**src/rtl/piso_sipo_pkg.sv**
```systemverilog
// ----------------------------------------------------------------------------
// piso_sipo_pkg : shared state encodings and defaults for the serial link.
// Rev 1.0
// ----------------------------------------------------------------------------
`default_nettype none

package piso_sipo_pkg;

  localparam int DEF_WIDTH   = 8;
  localparam int DEF_DEPTH   = 4;
  localparam int DEF_TIMEOUT = 16;

  typedef enum logic [1:0] {
    S_IDLE  = 2'b01,
    S_SHIFT = 2'b10
  } state_t;

endpackage

`default_nettype wire

```
**src/rtl/fifo_sync.sv**
```systemverilog
// ----------------------------------------------------------------------------
// fifo_sync : single-clock show-ahead FIFO with wrap-bit pointers.
// Rev 1.0
// ----------------------------------------------------------------------------
`default_nettype none

module fifo_sync
  import piso_sipo_pkg::*;
#(
  parameter int WIDTH = DEF_WIDTH,
  parameter int DEPTH = DEF_DEPTH
) (
  input  logic                     clk_i,
  input  logic                     rst_i,
  input  logic [WIDTH-1:0]         wdata_i,
  input  logic                     wr_en_i,
  output logic                     full_o,
  output logic [WIDTH-1:0]         rdata_o,
  input  logic                     rd_en_i,
  output logic                     empty_o,
  output logic [$clog2(DEPTH):0]   level_o
);

  localparam int AW = $clog2(DEPTH);

  logic [WIDTH-1:0] mem [DEPTH];
  logic [AW:0]      wr_ptr_q, wr_ptr_d;
  logic [AW:0]      rd_ptr_q, rd_ptr_d;
  logic             do_wr, do_rd;

  assign full_o  = (wr_ptr_q[AW] != rd_ptr_q[AW]) &&
                   (wr_ptr_q[AW-1:0] == rd_ptr_q[AW-1:0]);
  assign empty_o = (wr_ptr_q == rd_ptr_q);
  // Pointer difference modulo 2*DEPTH is exactly the occupancy.
  assign level_o = wr_ptr_q - rd_ptr_q;
  assign rdata_o = empty_o ? '0 : mem[rd_ptr_q[AW-1:0]];

  always_comb begin
    do_wr    = wr_en_i && !full_o;
    do_rd    = rd_en_i && !empty_o;
    wr_ptr_d = wr_ptr_q;
    rd_ptr_d = rd_ptr_q;
    if (do_wr) wr_ptr_d = wr_ptr_q + (AW+1)'(1);
    if (do_rd) rd_ptr_d = rd_ptr_q + (AW+1)'(1);
  end

  always_ff @(posedge clk_i or posedge rst_i) begin
    if (rst_i) begin
      wr_ptr_q <= '0;
      rd_ptr_q <= '0;
    end else begin
      wr_ptr_q <= wr_ptr_d;
      rd_ptr_q <= rd_ptr_d;
    end
  end

  always_ff @(posedge clk_i) begin
    if (do_wr) mem[wr_ptr_q[AW-1:0]] <= wdata_i;
  end

endmodule

`default_nettype wire

```
**src/rtl/sipo_rx.sv**
```systemverilog
// ----------------------------------------------------------------------------
// sipo_rx : serial-in/parallel-out receiver, LSB first, with word FIFO.
// Rev 1.0
// ----------------------------------------------------------------------------
`default_nettype none

module sipo_rx
  import piso_sipo_pkg::*;
#(
  parameter int WIDTH   = DEF_WIDTH,
  parameter int DEPTH   = DEF_DEPTH,
  parameter int TIMEOUT = DEF_TIMEOUT
) (
  input  logic                     clk_i,
  input  logic                     rst_i,
  input  logic                     data_i,
  input  logic                     valid_i,
  output logic                     ready_o,
  output logic [WIDTH-1:0]         data_o,
  output logic                     valid_o,
  input  logic                     ready_i,
  output logic                     frame_err_o,
  output logic [$clog2(DEPTH):0]   level_o
);

  localparam int CW = (WIDTH > 1) ? $clog2(WIDTH) : 1;
  localparam int IW = $clog2(TIMEOUT);

  state_t           state_q, state_d;
  logic [CW-1:0]    bit_cnt_q, bit_cnt_d;
  logic [WIDTH-2:0] shift_q, shift_d;
  logic [IW-1:0]    idle_cnt_q, idle_cnt_d;
  logic             frame_err_q, frame_err_d;

  logic             full, empty, push, pop, beat, last_bit;

  assign last_bit    = (bit_cnt_q == CW'(WIDTH-1));
  assign ready_o     = !(last_bit && full);
  assign beat        = valid_i && ready_o;
  assign pop         = valid_o && ready_i;
  assign valid_o     = !empty;
  assign frame_err_o = frame_err_q;

  always_comb begin
    state_d     = state_q;
    bit_cnt_d   = bit_cnt_q;
    shift_d     = shift_q;
    idle_cnt_d  = idle_cnt_q;
    frame_err_d = 1'b0;
    push        = 1'b0;
    if (beat) begin
      idle_cnt_d = '0;
      if (last_bit) begin
        push      = 1'b1;
        bit_cnt_d = '0;
        state_d   = S_IDLE;
      end else begin
        for (int i = 0; i < WIDTH-1; i++) begin
          if (bit_cnt_q == CW'(i)) shift_d[i] = data_i;
        end
        bit_cnt_d = bit_cnt_q + CW'(1);
        state_d   = S_SHIFT;
      end
    // A full-FIFO stall (ready_o=0) freezes the idle counter.
    end else if (state_q == S_SHIFT && ready_o && !valid_i) begin
      if (idle_cnt_q == IW'(TIMEOUT-1)) begin
        idle_cnt_d  = '0;
        bit_cnt_d   = '0;
        state_d     = S_IDLE;
        frame_err_d = 1'b1;
      end else begin
        idle_cnt_d = idle_cnt_q + IW'(1);
      end
    end
  end

  always_ff @(posedge clk_i or posedge rst_i) begin
    if (rst_i) begin
      state_q     <= S_IDLE;
      bit_cnt_q   <= '0;
      shift_q     <= '0;
      idle_cnt_q  <= '0;
      frame_err_q <= 1'b0;
    end else begin
      state_q     <= state_d;
      bit_cnt_q   <= bit_cnt_d;
      shift_q     <= shift_d;
      idle_cnt_q  <= idle_cnt_d;
      frame_err_q <= frame_err_d;
    end
  end

  fifo_sync #(
    .WIDTH (WIDTH),
    .DEPTH (DEPTH)
  ) u_fifo (
    .clk_i   (clk_i),
    .rst_i   (rst_i),
    .wdata_i ({data_i, shift_q}),
    .wr_en_i (push),
    .full_o  (full),
    .rdata_o (data_o),
    .rd_en_i (pop),
    .empty_o (empty),
    .level_o (level_o)
  );

endmodule

`default_nettype wire
```
**config.mk**
```make
export PLATFORM = sky130hd
export DESIGN_NAME = sipo_rx
export DESIGN_NICKNAME = d
export VERILOG_FILES = /design/src/rtl/piso_sipo_pkg.sv /design/src/rtl/fifo_sync.sv /design/src/rtl/sipo_rx.sv
export SDC_FILE = /design/constraint.sdc
export NUM_CORES = 1
export LEC_CHECK = 0
export BUFFER_PORTS_ARGS = -buffer_cell sky130_fd_sc_hd__buf_2
export CAP_MARGIN = 20
export CORE_ASPECT_RATIO = 1.5
export CORE_UTILIZATION = 50
export DETAILED_ROUTE_END_ITERATION = 16
export PLACE_DENSITY_LB_ADDON = 0.1
export SKIP_CTS_REPAIR_TIMING = 1
export SYNTH_ARGS = -nofsm -noshare
export SYNTH_HDL_FRONTEND = slang
export SYNTH_SLANG_ARGS = --single-unit
export TNS_END_PERCENT = 10
```
**constraint.sdc**
```tcl
create_clock -name clk_i -period 2.17 [get_ports clk_i]
set_clock_uncertainty 0.1 [all_clocks]
set_input_delay 0.651 -clock clk_i [delete_from_list [all_inputs] [get_ports clk_i]]
set_output_delay 0.651 -clock clk_i [all_outputs]
set_load 0.01 [all_outputs]
```
After elaboration in Yosys (flattened, before gate mapping)
Memory sizes are Yosys's and may differ from the RTL's. Index checks and enable logic that the tools add are counted.

Memories: 1. Register bits after elaboration: 23. Output and inout port bits: 14. Memory bits (writable): 32. Input port bits: 5. Word-level logic and storage cells: 74.

Muxes and demuxes: 19. Equal/unequal tests: 12. Reduce and logical (&&, ||, !) cells: 23. Add/subtract/negate cells: 5. Bitwise gates (word level): 1.

Memories: u_fifo.mem (words 4, bits a word 8, read ports 1, clocked after Yosys merged registers in 0, wr ports 1, line fifo_sync.sv:26) `logic [WIDTH-1:0] mem [DEPTH];`.

Operators by type and width (count): AND reduction 3 bit (7); == test 3 bit (second input constant) (4); 2-to-1 mux 3 bit (4); 2-to-1 mux 4 bit (3); adder 3 x 1 -> 3 bit (second input constant) (3); logical AND 1 bit (8); 2-to-1 mux 2 bit (4); 2-to-1 mux 8 bit (1); 2-to-1 mux 1 bit (7); == test 3 x 2 -> 1 bit (second input constant) (2); adder 4 x 1 -> 4 bit (second input constant) (1); == test 4 bit (second input constant) (1); logical NOT 1 bit (4); nonzero test 2 bit (2); == test 3 x 1 -> 1 bit (second input constant) (1); == test 3 bit (1); logical NOT 3 bit (1); subtractor 3 bit (1); == test 2 bit (1); == test 2 bit (second input constant) (1); AND reduction 2 bit (1); inequality test 1 bit (1); inverter 1 bit (1).

Depth between registers and ports, before layout
Gate-level depths: netlist of run 1.

Depth after elaboration: 9. Mapped depth: 7. Gate-level depth less buffers: 6.

By module
From an unflattened synthesis of run 1, not the netlist that was laid out.

Cells, all modules: 183. Area total of the unflattened synthesis: 2571.2 µm².

Modules (own cells, without submodules): fifo_sync (area an instance 1659.1 µm², cells each 96, seq. area each 1111.1 µm², times used 1); sipo_rx (area an instance 912.1 µm², cells each 87, seq. area each 426.7 µm², times used 1).

Worst setup path after synthesis of run 1
Ideal clock, no wire load.

Kind: register to output. Start: register u_fifo.rd_ptr_q[1]. End: output data_o[0]. Slack: -0.263 ns. Buffers on the path: 1. Data required time: 1.419 ns. Stages on the path, launching flop included: 7. Arrival time: 1.682 ns. Cell sequence: dfrtp_1 clkbuf_1 inv_1 ha_1 nand2_1 nor2_1 nor2b_1.

Cells in the longest elaborated chain, start to end: 2. Elaborated cells on any way between the ends: 3. Classes of those cells: eq/ne (1); mux (1); memory (1).

Ends and longest elaborated chain: start: declaration (line fifo_sync.sv:28) `logic [AW:0] rd_ptr_q, rd_ptr_d;`; start signal: assignment (line fifo_sync.sv:53) `rd_ptr_q <= rd_ptr_d;`; memory (4 x 8 bit) / == test 3 bit (equally long branches); 2-to-1 mux 8 bit * (line fifo_sync.sv:36) `assign rdata_o = empty_o ? '0 : mem[rd_ptr_q[AW-1:0]];`; end: declaration (line sipo_rx.sv:19) `output logic [WIDTH-1:0] data_o,`.

Every way passes the cells marked *; elsewhere a longest branch is shown, timed or not.

Final worst setup path of run 1
Start: register u_fifo.rd_ptr_q[0]. End: output data_o[4].

Same word-level chain as after synthesis.

==> impl_metrics.yaml, run 1 <==
outcome:
  status: "finished with violations"
  violations: "setup timing"
routing:
  ant_nets: 0
  drc_errors: 0
  wl_um: 4764
  drtIter0Drc: 34
  vias_per_cell: 5.440
  vias: 1594
  wl_per_cell_um: 16.26
  firstDrtPassIters: 4
synth:
  synth_top_family_by_area: "multiplexers"
  synth_compound_gate_area_share_pct: 7.696
  yosysWarnings: 0
  synthMuxAreaShare_pct: 10.97
  ys_seq_elements: 55
  synth_edf_count: 32
  synth_area_leader_cell: "edfxtp_1"
  synth.distinct_cells: 42
  yosys.area_share.simple_pct: 9.881
  syn_area_um2: 2634
  synth_top_area_share_pct: 36.48
  synthesis.nets: 206
  synth_cells: 186
  synth_xor_area_share_pct: 2.613
  synth.most_common_cell: "edfxtp_1"
  async_flop_share_pct: 41.82
  synth_area_leaders: "edfxtp_1, dfrtp_1, mux4_2"
  synthAdderAreaFrac_pct: 7.411
  synth_top_flop_cell: "edfxtp_1"
  syn_area_per_cell_um2: 14.16
  seq_area_frac_synth_pct: 58.38
  synth_common_cells: "edfxtp_1, dfrtp_1, ha_1, inv_1, nor2b_1"
floorplan:
  rows: 32
  dieArea_um2: 5568
  die_y_um: 90.89
  start_util_pct: 51.39
  num_io_pins: 19
  die_w_um: 61.26
  core_um2: 5125
final_layout:
  seq_area_um2: 1540
  area_growth_pct: 17.67
  layout.cells.non_filler: 293
  utilization_pct: 60.47
  drive_above_1_share_pct: 35.11
  fillers: 463
  multi_input_comb_area_um2: 1054
  fin_area_um2: 3099
  diodes: 0
  final_nets: 244
placement:
  pre_cts_slack_ns: 0.06760
  dp_cells: 281
  placed_cell_area_um2: 2909
  numPortBuffers: 18
  place_hpwl_um: 3530
  gp_congestion: 0.7827
clock_network:
  clkTransAtPathRegs_ns: 0.10
  cts_tree: "yes"
  htreeDepth: 2
  cts_buffers: 5
  cts_buffer_depth: 2
  clock_sinks: 55
  cts_root_buf: "clkbuf_8"
  clock_latency_ns: 0.31
global_routing:
  track_usage_pct: 19.72
  grt_pass1_wl_um: 7900
  overflow: 0
  grt_pass1_vias: 1687
  grt_max_degree: 24
  antenna_found_initial: 0
timing:
  finalWorstSetupSlack_ns: -0.2368
  rsz0062_at_grt: "yes"
  worst_pin_slew_ns: 0.3920
  slew_headroom_pct: 73.19
  setup-violations-final: 12
  finalMaxSlewViolations: 0
  period_needed_ns: 2.407
  maxClockFrequency_mhz: 415.5
  final_hold_viol_count: 0
  period_share_pct: 110.9
setup_path:
  worstSetupStartpoint: "u_fifo.rd_ptr_q[0]$_DFFE_PP0P_"
  cp-end-kind: "output port"
  rr_endpoint: "idle_cnt_q[1]$_DFFE_PP0P_"
  crit_required_ns: 1.42
  crit_arrival_ns: 1.66
  crit_path_start_kind: "flop"
  r2r-start: "bit_cnt_q[0]$_DFFE_PP0P_"
  ff2ff_path_depth: 6
  crit_end: "data_o[4]"
  reg2reg_slack_ns: 0.22
  path_class: "reg2out"
  cp_max_fo: 9
pwr:
  vdd_drop_max_v: 0.0005541
  powerDensity_nw_per_um2: 1364
  power_leakage_uw: 0.001241
hold_path:
  holdCritPathClass: "in2async"
flow_run:
  drv_cap: 0
[per-stage QoR]
step | TNS (ns) | total power [uW] | hold slack [ns]
after floorplan | -0.2390 | 2725 | 0.3709
final | -2.301 | 4226 | 0.2657
after global routing | -3.272 | 4547 | 0.3018
after global placement | 0 | 3353 | 0.3879
after detailed placement | 0 | 3424 | 0.3916
after CTS | -3.116 | 4110 | 0.2688
[cells by family (layout without fill, tap and decap cells)]
logic type / after synthesis / in the layout
AO/OA/AOI/OAI: 26 / 26
XOR/XNOR: 7 / 7
multiplexers: 17 / 17
flip-flops: 55 / 55
AND/OR/NAND/NOR: 46 / 46
buffers and inverters: 20 / 59
adder cells (fa/ha/maj): 15 / 15
[how the worst min path moves through the flow]
stage                                 endpoint                   start  cells after the start  slack [ns]
floorplan           u_fifo.mem[0][3]$_DFFE_PP_  shift_q[3]$_DFFE_PP0P_                      0        0.37
CTS                     shift_q[4]$_DFFE_PP0P_                   rst_i                      3        0.27
detailed placement      state_q[0]$_DFFE_PP1P_  state_q[0]$_DFFE_PP1P_                      2        0.39
global route            shift_q[4]$_DFFE_PP0P_                   rst_i                      3        0.30
global placement        state_q[0]$_DFFE_PP1P_  state_q[0]$_DFFE_PP1P_                      2        0.39
finish                bit_cnt_q[2]$_DFFE_PP0P_                   rst_i                      3        0.27
[area by class of cell]
class / instances / area share [%]
Clock buffer: 5 / 2.220
Timing Repair Buffer: 37 / 8.155
Clock inverter: 3 / 1.494
Inverter: 14 / 1.696
Multi-Input combinational cell: 111 / 33.99
Sequential cell: 55 / 49.70
Tap cell: 68 / 2.745
[sequential cells by signal, summed over array words and instances (netlist names)]
register,cells
shift_q,7
idle_cnt_q,4
bit_cnt_q,3
u_fifo.rd_ptr_q,3
frame_err_o,1
u_fifo.wr_ptr_q,3
u_fifo.mem,32
state_q,2
[layer usage]
metal | share of wire, % | global-route usage, %
met1 | 38 | 22.09
met2 | 58 | 35.33
met3 | 1.9 | 3.009
met4 | 1.7 | 7.955
met5 | 0 | 0
[critical path, cell delays in order (launching register included)]
cell and delay (ns):
dfrtp_2 0.42, buf_12 0.15, mux4_2 0.50, nor2b_1 0.14, buf_2 0.13
[report_power, final]
part | switching (uW) | total [uW] | internal, uW
combinational | 922 | 1920 | 995
clock | 335 | 682 | 348
sequential | 238 | 1630 | 1390
[cells in the final DEF (no fill, tap or decap), types with 5 or more instances in the layout]
master,n
edfxtp_1,32
dfrtp_1,20
buf_2,18
buf_4,16
nor2b_1,13
inv_1,12
ha_1,12
nand3_1,8
mux4_2,8
mux2_2,7
a31oi_1,5
nand2_1,5
clkbuf_8,5
(Power assumes the default switching activity.)
==> run 2: changes to the inputs <==
==> constraint.sdc (replaced) <==
create_clock -name clk_i -period 2.35 [get_ports clk_i]
set_clock_uncertainty 0.1 [all_clocks]
set_input_delay 0.47 -clock clk_i [delete_from_list [all_inputs] [get_ports clk_i]]
set_output_delay 0.47 -clock clk_i [all_outputs]
set_load 0.01 [all_outputs]
==> impl_metrics.yaml, run 2 (synthesized netlist as in run 1, its figures left out) <==
global_routing:
  grt_max_degree: 26
  grt_pass1_vias: 1650
  track_usage_pct: 19.34
  grt_pass1_wl_um: 7866
  overflow: 0
  antenna_found_initial: 0
routing:
  vias: 1560
  ant_nets: 0
  wl_per_cell_um: 16.12
  wl_um: 4529
  drc_errors: 0
  vias_per_cell: 5.552
  drtIter0Drc: 36
  firstDrtPassIters: 4
setup_path:
  ff2ff_path_depth: 6
  cp_max_fo: 8
  crit_arrival_ns: 1.69
  path_class: "reg2out"
  crit_required_ns: 1.78
  crit_path_start_kind: "flop"
  reg2reg_slack_ns: 0.28
  cp-end-kind: "output port"
final_layout:
  layout_common_cells: "edfxtp_1, dfrtp_1, buf_2"
  fillers: 449
  final_nets: 232
  drive_above_1_share_pct: 30.52
  seq_area_um2: 1539
  largest_register_ffs: 32
  area_growth_pct: 13.92
  multi_input_comb_area_um2: 1054
  layout_commonest_cell: "edfxtp_1"
  diodes: 0
  utilization_pct: 58.54
pwr:
  power_leakage_uw: 0.001191
  p_int_uw: 2400
  vdd_drop_max_v: 0.0005630
  pwr-share-comb_pct: 42.8
  p_clk_share_pct: 16.8
  powerDensity_nw_per_um2: 1245
  p_sw_share_pct: 35.74
  p_sw_uw: 1335
  pwr-share-seq_pct: 40.3
  finalPower_uw: 3734
floorplan:
  core_um2: 5125
  dieArea_um2: 5568
  start_util_pct: 51.39
  num_io_pins: 19
  rows: 32
  die_w_um: 61.26
  die_y_um: 90.89
clock_network:
  cts_tree: "yes"
  cts_root_buf: "clkbuf_8"
  clkTransAtPathRegs_ns: 0.10
  clock_latency_ns: 0.31
  clock_sinks: 55
  htreeDepth: 2
  cts_buffers: 5
  cts_buffer_depth: 2
timing:
  maxClockFrequency_mhz: 443.2
  rsz0062_at_grt: "no"
  slew_headroom_pct: 65.97
  final_hold_viol_count: 0
  period_share_pct: 96.02
  finalMaxSlewViolations: 0
  setup-violations-final: 0
  period_needed_ns: 2.256
  worst_pin_slew_ns: 0.4976
placement:
  gp_congestion: 0.7921
  place_hpwl_um: 3359
  numPortBuffers: 18
hold_path:
  holdCritPathClass: "in2async"
flow_run:
  drv_cap: 0
outcome:
  status: "complete, no violations"
## run 2: layout make-up
class	count	share of cell area [%]
Inverter	14	1.751
Sequential cell	55	51.29
Tap cell	68	2.836
Multi-Input combinational cell	111	35.11
Timing Repair Buffer	25	5.171
Clock inverter	3	1.543
Clock buffer	5	2.294
## run 2: path summary, 6_finish.rpt
kind | endpoint | from
worst max-delay path | data_o[6] | u_fifo.rd_ptr_q[0]$_DFFE_PP0P_
worst min-delay path | shift_q[2]$_DFFE_PP0P_ | rst_i
worst max register to register | idle_cnt_q[1]$_DFFE_PP0P_ | bit_cnt_q[0]$_DFFE_PP0P_
worst min register to register | state_q[0]$_DFFE_PP1P_ | state_q[0]$_DFFE_PP1P_
max in group asynchronous | state_q[0]$_DFFE_PP1P_ | rst_i
min in group clk_i | u_fifo.rd_ptr_q[0]$_DFFE_PP0P_ | ready_i
## run 2: critical path, cell delays in order, from the launching register on
cell	delay [ns]
dfrtp_2	0.46
buf_12	0.16
mux4_2	0.49
nor2b_1	0.14
buf_2	0.13
## run 2: metrics by stage
stage                     hold WS, ns  setup WS (ns)  std cells  setup TNS, ns  cell area, um2
after CTS                     0.08634        -0.1423        281        -0.8606            2949
after detailed placement       0.4023         0.2164        273              0            2834
after global placement         0.3908         0.3244        273              0            2834
after global routing           0.1315      0.0008464        281              0            3000
after floorplan                0.3709        0.09840        186              0            2634
final                         0.08595        0.09358        281              0            3000
## run 2: power groups by stage
stage	sequential, uW	combinational (uW)	clock [uW]
6_report	1510	1600	629
5_1_grt	1540	1810	688
4_1_cts	1490	1520	646
3_5_place_dp	1510	1520	0
3_3_place_gp	1490	1480	0
2_1_floorplan	1440	1070	0
## run 2: routing by layer
| metal | vias up | global-route usage, % | share of wire [%] |
|---|---|---|---|
| met3 | 8 | 3.438 | 2.5 |
| li1 | 742 | - | - |
| met5 | - | 0 | 0 |
| met4 | 0 | 7.197 | 2.1 |
| met2 | 33 | 33.70 | 57 |
| met1 | 777 | 22.69 | 38 |
==> run 3: changes to the inputs <==
CORE_UTILIZATION = 45   (was 50)
RECOVER_POWER = 25   (was not set)
clock period = 2.6 ns   (was 2.35 ns; I/O delays follow)
==> impl_metrics.yaml, run 3 (synthesized netlist as in run 1, its figures left out) <==
routing:
  wl_um: 4737
  drtIter0Drc: 71
  vias_per_cell: 5.640
  firstDrtPassIters: 4
  ant_nets: 0
  drc_errors: 0
  vias: 1596
  wl_per_cell_um: 16.74
final_layout:
  drive_above_1_share_pct: 27.23
  largest_register_ffs: 32
  diodes: 0
  fillers: 508
  multi_input_comb_area_um2: 1023
  area_growth_pct: 11.26
  layout_commonest_cell: "edfxtp_1"
  layout_common_cells: "edfxtp_1, dfrtp_1, buf_2"
  final_nets: 232
  seq_area_um2: 1538
clock_network:
  htreeDepth: 2
  clock_latency_ns: 0.30
  clock_sinks: 55
  cts_tree: "yes"
  clkTransAtPathRegs_ns: 0.10
  cts_buffers: 5
  cts_buffer_depth: 2
  cts_root_buf: "clkbuf_8"
hold_path:
  holdCritPathClass: "reg2reg"
flow_run:
  drv_cap: 0
pwr:
  vdd_drop_max_v: 0.0005431
  finalPower_uw: 3198
  powerDensity_nw_per_um2: 1091
  power_leakage_uw: 0.001172
timing:
  slew_headroom_pct: 13.07
  final_hold_viol_count: 0
  finalSetupTns_ns: 0
  period_needed_ns: 2.453
  period_share_pct: 94.36
  finalMaxSlewViolations: 0
  setup-violations-final: 0
  maxClockFrequency_mhz: 407.6
  rsz0062_at_grt: "yes"
  worst_pin_slew_ns: 1.304
global_routing:
  grt_max_degree: 26
  antenna_found_initial: 0
  grt_pass1_wl_um: 8017
  track_usage_pct: 17.47
  grt.met1_usage_pct: 18.94
  grtUsageMet2_pct: 33.68
  gr-usage-met3_pct: 2.962
  overflow: 0
  globalRoute.busiestLayer: "met2"
  grt_pass1_vias: 1636
setup_path:
  r2r-start: "bit_cnt_q[0]$_DFFE_PP0P_"
  reg2reg_slack_ns: 0.46
  ff2ff_path_depth: 6
  crit_path_start_kind: "flop"
  cp-end-kind: "output port"
  crit_required_ns: 1.98
  worstSetupStartpoint: "u_fifo.wr_ptr_q[0]$_DFFE_PP0P_"
  path_class: "reg2out"
  crit_end: "ready_o"
  crit_arrival_ns: 1.83
  rr_endpoint: "idle_cnt_q[1]$_DFFE_PP0P_"
  cp_max_fo: 7
placement:
  gp_congestion: 0.7486
  place_hpwl_um: 3560
  numPortBuffers: 18
floorplan:
  rows: 33
  num_io_pins: 19
  core_um2: 5533
  die_y_um: 95.70
  die_w_um: 64.47
  dieArea_um2: 6169
  start_util_pct: 47.60
outcome:
  status: "complete, no violations"
-- run 3: final cells by class --
type	count	area share, %
multi-input cells	111	34.93
clock buffers	5	2.348
repair buffers	25	4.697
flip-flops and latches	55	52.48
well taps	70	2.989
clock inverters	3	0.7686
inverters	14	1.793
-- run 3: how the worst min path moves through the flow --
| stage | startpoint | end | slack, ns | cells past startpoint |
|---|---|---|---|---|
| after floorplan | shift_q[3]$_DFFE_PP0P_ | u_fifo.mem[0][3]$_DFFE_PP_ | 0.37 | 0 |
| after global placement | shift_q[0]$_DFFE_PP0P_ | u_fifo.mem[3][0]$_DFFE_PP_ | 0.39 | 0 |
| after detailed placement | state_q[0]$_DFFE_PP1P_ | state_q[0]$_DFFE_PP1P_ | 0.39 | 2 |
| after CTS | rst_i | bit_cnt_q[2]$_DFFE_PP0P_ | 0.15 | 3 |
| after global routing | ready_i | u_fifo.rd_ptr_q[0]$_DFFE_PP0P_ | 0.42 | 3 |
| final | state_q[0]$_DFFE_PP1P_ | state_q[0]$_DFFE_PP1P_ | 0.41 | 2 |
-- run 3: metrics by stage --
step                      utilization (%)  cell area [um2]  setup slack [ns]  std cells  hold WS [ns]
after floorplan                         -             2634            0.2984        186        0.3709
after CTS                           52.92             2928           0.08942        283        0.1478
after global placement              51.27             2836            0.5356        275        0.3927
final                               52.96             2930            0.1467        283        0.4078
after detailed placement            51.27             2836            0.4376        275        0.3939
after global routing                52.96             2930         -0.001638        283        0.4169
-- run 3: critical path: stages, from the launching register on --
cell,delay (ns)
dfrtp_1,0.39
inv_1,0.11
ha_1,0.38
nand3_2,0.17
nor2_4,0.15
inv_1,0.15
buf_2,0.18
-- run 3: where the power goes --
part	internal (uW)	switching (uW)
clock	194	281
sequential	1160	192
combinational	656	720
total	2000	1190
-- run 3: routing by layer --
layer	routed length (um)	vias up	share of wire, %
met5	0	-	0
met4	86	0	1.8
met3	94	8	2.0
met2	2703	27	57
met1	1853	819	39
li1	-	742	-
